`config.mk`:
```
export PLATFORM = sky130hd
export DESIGN_NAME = mac_lane_ctrl
export DESIGN_NICKNAME = d
export VERILOG_FILES = /design/src/rtl/mac_lane_ctrl.sv
export SDC_FILE = /design/constraint.sdc
export NUM_CORES = 1
export LEC_CHECK = 0
export BUFFER_PORTS_ARGS = -buffer_cell sky130_fd_sc_hd__buf_2
export CAP_MARGIN = 0
export CORE_UTILIZATION = 40
export DETAILED_ROUTE_END_ITERATION = 8
export PLACE_DENSITY = 0.76
export SYNTH_ARGS = -nofsm -noshare
export SYNTH_HDL_FRONTEND = slang
export SYNTH_SLANG_ARGS = --single-unit
```
`constraint.sdc`:
```
create_clock -name clk -period 2.07 [get_ports clk]
set_input_delay 0.3105 -clock clk [delete_from_list [all_inputs] [get_ports clk]]
set_output_delay 0.3105 -clock clk [all_outputs]
set_load 0.05 [all_outputs]
```
`src/rtl/mac_lane_ctrl.sv`:
```
// Sequencer for one MAC lane: clears the lane, streams N operand chunks, waits out
// the lane latency, then holds the result until it is accepted. Optional perf counters: MAC_LANE_CTRL_PERF_EN.
module mac_lane_ctrl #(
    parameter int IL       = 4,
    parameter int FL       = 16,
    parameter int CNT_W    = 8,
    parameter int LANE_LAT = 8
) (
    input  logic                clk,
    input  logic                reset,
    input  logic                start,
    input  logic [CNT_W-1:0]    num_chunks,
    input  logic                act_mode,
    output logic                busy,
    output logic                rd_en,
    output logic [CNT_W-1:0]    rd_addr,
    output logic                op_gate,
    output logic                lane_reset,
    output logic                lane_mode,
    input  logic [IL+FL-1:0]    lane_f,
    output logic [IL+FL-1:0]    result,
    output logic                result_valid,
    input  logic                result_ready,
    output logic                done,
    output logic [31:0]         perf_cycles,
    output logic [15:0]         perf_jobs,
    output logic [2:0]          state_dbg
);

    localparam int DW = $clog2(LANE_LAT + 1) + 1;
    localparam logic [DW-1:0] DRAIN_LAST = DW'(LANE_LAT);

    typedef enum logic [2:0] {IDLE, CLEAR, FEED, DRAIN, OUT} state_t;

    state_t           state;
    logic [CNT_W-1:0] n_lat;
    logic [DW-1:0]    drain_cnt;

    assign state_dbg = state;

    // Result handshake: result_valid rises with the captured result and both stay
    // stable until an edge sees result_ready=1; that edge completes the transfer.
    always_ff @(posedge clk) begin
        if (reset) begin
            state        <= IDLE;
            busy         <= 1'b0;
            rd_en        <= 1'b0;
            rd_addr      <= '0;
            op_gate      <= 1'b0;
            lane_reset   <= 1'b1;
            lane_mode    <= 1'b0;
            result       <= '0;
            result_valid <= 1'b0;
            done         <= 1'b0;
            n_lat        <= '0;
            drain_cnt    <= '0;
        end else begin
            op_gate    <= rd_en;
            done       <= 1'b0;
            lane_reset <= 1'b0;
            case (state)
                IDLE: begin
                    if (start && num_chunks != '0) begin
                        n_lat      <= num_chunks;
                        lane_mode  <= act_mode;
                        lane_reset <= 1'b1;
                        busy       <= 1'b1;
                        state      <= CLEAR;
                    end
                end
                CLEAR: begin
                    rd_en   <= 1'b1;
                    rd_addr <= '0;
                    state   <= FEED;
                end
                FEED: begin
                    // Compare against N-1 so N = 2^CNT_W-1 never wraps the address.
                    if (rd_addr == n_lat - CNT_W'(1)) begin
                        rd_en     <= 1'b0;
                        rd_addr   <= '0;
                        drain_cnt <= '0;
                        state     <= DRAIN;
                    end else begin
                        rd_addr <= rd_addr + CNT_W'(1);
                    end
                end
                DRAIN: begin
                    if (drain_cnt == DRAIN_LAST) begin
                        result       <= lane_f;
                        result_valid <= 1'b1;
                        state        <= OUT;
                    end else begin
                        drain_cnt <= drain_cnt + DW'(1);
                    end
                end
                OUT: begin
                    if (result_ready) begin
                        result_valid <= 1'b0;
                        done         <= 1'b1;
                        busy         <= 1'b0;
                        state        <= IDLE;
                    end
                end
                default: state <= IDLE;
            endcase
        end
    end

`ifdef MAC_LANE_CTRL_PERF_EN
    always_ff @(posedge clk) begin
        if (reset) begin
            perf_cycles <= '0;
            perf_jobs   <= '0;
        end else begin
            if (busy && perf_cycles != '1) perf_cycles <= perf_cycles + 32'd1;
            if (done && perf_jobs != '1)   perf_jobs   <= perf_jobs + 16'd1;
        end
    end
`else
    assign perf_cycles = '0;
    assign perf_jobs   = '0;
`endif

endmodule
```
==> metrics.md <==
| Metric | Value |
|---|---|
| Nets@finish | `455` |
| Critical Path RT | `2280 ps` |
| DP HPWL | `4540 µm` |
| Vias in the first global route | `2183` |
| Met2 GRT Util | `0.291` |
| Placement Rows | `29` |
| Worst Setup Start Kind | `flop` |
| Worst Path Max Fanout | `8` |
| TritonRoute pass-1 iters | `6` |
| Synth Warn # | `0` |
| Largest buffer count on any clock path | `2` |
| Worst hold slack | `218 ps` |
| R2r endpoint | `rd_addr[1]` |
| DRT Wirelength | `6220 µm` |
| Die Ht | `84.6 µm` |
| Crit path buffers/inverters | `2` |
| Synthesized instance count | `337` |
| CTS tree | `yes` |
| Max_cap viols | `0` |
| Largest net degree at the start of global routing | `45` |
| Final Hold Viols | `0` |
| Syn avg cell area | `8.09 µm²` |
| Crit path from | `n_lat[1]` |
| Critical path type | `flop to flop` |
| Post-synth cell types | `49` |
| Synth Flop Type | `dfxtp_1` |
| Slew margin rel. | `0.270` |
| Final setup violation count | `0` |
| Worst Hold Path EP | `result[14]` |
| Hold Path Stages | `3` |
| Gpl congestion | `0.871` |
| Failing checks | `DRC` |
| Initial antenna violation count | `0` |
| CORE AREA | `6460 µm²` |
| Clock Skew | `12.6 ps` |
| Area after DPL | `3110 µm²` |
| Starting Density | `0.422` |
| Total GRT Usage | `0.177` |
| Maximum vdd drop | `345 µV` |
| Slew @ Worst Pin | `1090 ps` |
| Non-filler cells in the finished layout | `496` |
| Number of vias per cell | `4.85` |
| DRT iter0 DRCs | `109` |
| Post-synth EDFFs | `0` |
| Number of placed instances, taps included | `487` |
| GRT busiest layer | `met2` |
| Routed length per instance | `12.5 µm` |
| R2R Path Start | `n_lat[1]` |
| Drt drc | `5` |
| Slowest CP cell | `or4_4` |
| Fin. max-slew vios | `0` |
| M3 GR Usage | `0.0423` |
| CTS Root Cell | `clkbuf_8` |
| Fin crit period | `2040 ps` |
| Worst-skew pair later-pin latency | `310 ps` |
| Die area | `7150 µm²` |
| Design area | `3260 µm²` |
| Input/output buffers | `70` |
| CTS Buf Count | `5` |
| Sequential fraction of the synthesis area | `0.374` |
| Vias | `2407` |
| Clock Sinks | `51` |
| Delay-heaviest family, CP | `simple AND/OR/NAND/NOR gates` |
| R2r setup slk | `30 ps` |
| Min-Delay Path Class | `primary input to flop` |
| CTS clk-pin slew, worst paths | `110 ps` |
| Hold wc startpoint | `lane_f[14]` |
| Die X | `84.6 µm` |
| Layout cells sized above 1 | `0.294` |
| CP Data Arrival Time | `2250 ps` |
| Max Fclk | `490 MHz` |
| Fin worst setup slack | `30.1 ps` |
| Io pins | `119` |
| Mapped cell area | `2730 µm²` |
| Reg2Reg Depth | `8` |
| Cell leakage power | `1.46 nW` |
| Area Overhead vs Synth | `19.7%` |
| Worst path cell trace | `buf_12, nor3_4, xnor2_1, or4_4, nor3_4, nand2_4, buf_4, a32o_1` |
| Final Power | `2.37 mW` |
| First-pass GRT wire length | `10100 µm` |
| Status | `finished with violations` |
| Final Cycle Share | `0.985` |
| ANT cells | `0` |
| Worst slack, placed | `-84.7 ps` |
| CP endpoint kind | `flop` |
| DRT antenna net count | `0` |
| RSZ-0062 raised after global routing | `true` |
| H-tree levels | `2` |
| PwrDens | `725 nW/µm²` |
| Met1 Use GR | `0.226` |
| Worst path most repeated cell | `nor3_4` |
| Total congestion overflow | `0` |
| Number of synthesized register bits | `51` |
| Ys async rst share | `0` |
| Crit-path max cell delay | `490 ps` |
-- cell usage after synthesis (all sizes together), types with 3 or more instances --
cell / n / share of area
nand3: 7 / 0.013
buf: 53 / 0.15
nor4: 6 / 0.016
clkbuf: 11 / 0.015
and3: 3 / 0.0069
nor3: 6 / 0.019
a311oi: 4 / 0.015
a21oi: 28 / 0.051
xnor2: 11 / 0.035
o21ai: 6 / 0.012
dfxtp: 51 / 0.37
nor2: 28 / 0.039
nor2b: 5 / 0.011
o31ai: 3 / 0.0083
ha: 4 / 0.018
or3: 3 / 0.0069
mux2i: 9 / 0.033
nand4: 6 / 0.014
nand2: 59 / 0.082
inv: 9 / 0.012
-- final cells by class --
type                            count  area (µm²)
Sequential cell                    51        1030
Fill cell                         630        3200
Timing Repair Buffer               91         541
Inverter                            9        33.8
Tap cell                           77        96.3
Multi-Input combinational cell    260        1470
Clock inverter                      3        26.3
Clock buffer                        5        68.8
-- registers in the layout (all words and copies together) (netlist names) --
| register | flops |
|---|---|
| result | 20 |
| n_lat | 8 |
| rd_addr | 8 |
| drain_cnt | 5 |
| state_dbg | 3 |
| busy | 1 |
| done | 1 |
| lane_mode | 1 |
| lane_reset | 1 |
| op_gate | 1 |
| rd_en | 1 |
| result_valid | 1 |
-- worst register-to-register path, delay by kind of cell (launching register included) --
kind,cells,cell delay [ps]
compound gates,1,230
xor+xnor,1,80
buf+inv,2,290
flops,1,370
simple gates,4,990
-- cell usage in the layout, fill, tap and decap left out, types with 3 or more instances in the layout --
master    count
a21oi_1      28
and3_1        3
buf_2        70
buf_4        17
clkbuf_8      5
conb_1       48
dfxtp_1      45
dfxtp_2       5
ha_1          3
inv_1         8
inv_6         3
mux2i_1       9
nand2_1      56
nand3_1       7
nand4_1       6
nor2_1       28
nor2b_1       5
nor3_1        3
nor4_1        4
or3_1         3
xnor2_1      11
-- metrics by stage --
step                      utilization  setup TNS, ps
after global routing            0.505           -294
after detailed placement        0.481           -453
after CTS                       0.499              0
after floorplan                     -              0
final                           0.505              0
after global placement          0.481           -134
-- routing by layer --
| metal | vias up | part of all wire |
|---|---|---|
| met1 | 1118 | 0.44 |
| li1 | 1203 | - |
| met4 | 0 | 0.014 |
| met2 | 78 | 0.49 |
| met5 | - | 0 |
| met3 | 8 | 0.058 |
-- worst max-delay path by stage --
stage / end / slack, ps / cells past startpoint
CTS: rd_addr[5] / 0.1 / 8
global placement: drain_cnt[3] / -40 / 8
global route: drain_cnt[3] / -60 / 8
detailed placement: drain_cnt[4] / -80 / 8
floorplan: rd_addr[1] / 30 / 9
finish: rd_addr[1] / 30 / 8
-- cell families after synthesis --
group / after synthesis / synth area share
XOR/XNOR: 13 / 0.0418
other: 1 / 0.00138
flip-flops: 51 / 0.374
multiplexers: 9 / 0.0330
adder cells (fa/ha/maj): 4 / 0.0184
buffers and inverters: 73 / 0.173
AO/OA/AOI/OAI: 55 / 0.128
AND/OR/NAND/NOR: 131 / 0.230
-- power breakdown --
| part | total (mW) | switching [mW] | internal, mW |
|---|---|---|---|
| Combinational | 0.685 | 0.493 | 0.192 |
| Sequential | 1.06 | 0.0419 | 1.02 |
| Clock | 0.620 | 0.368 | 0.252 |
| Total | 2.37 | 0.903 | 1.46 |
-- repair_timing --
action | in CTS | in global routing
setup endpoints to repair | 12 | 14
pin swaps | 1 | 6
endpoints found under the hold margin | 0 | 0
setup buffers | 0 | 1
resized for setup | 4 | 12
hold buffers | 0 | 0
No activity file was read; power rests on OpenSTA's default activity.
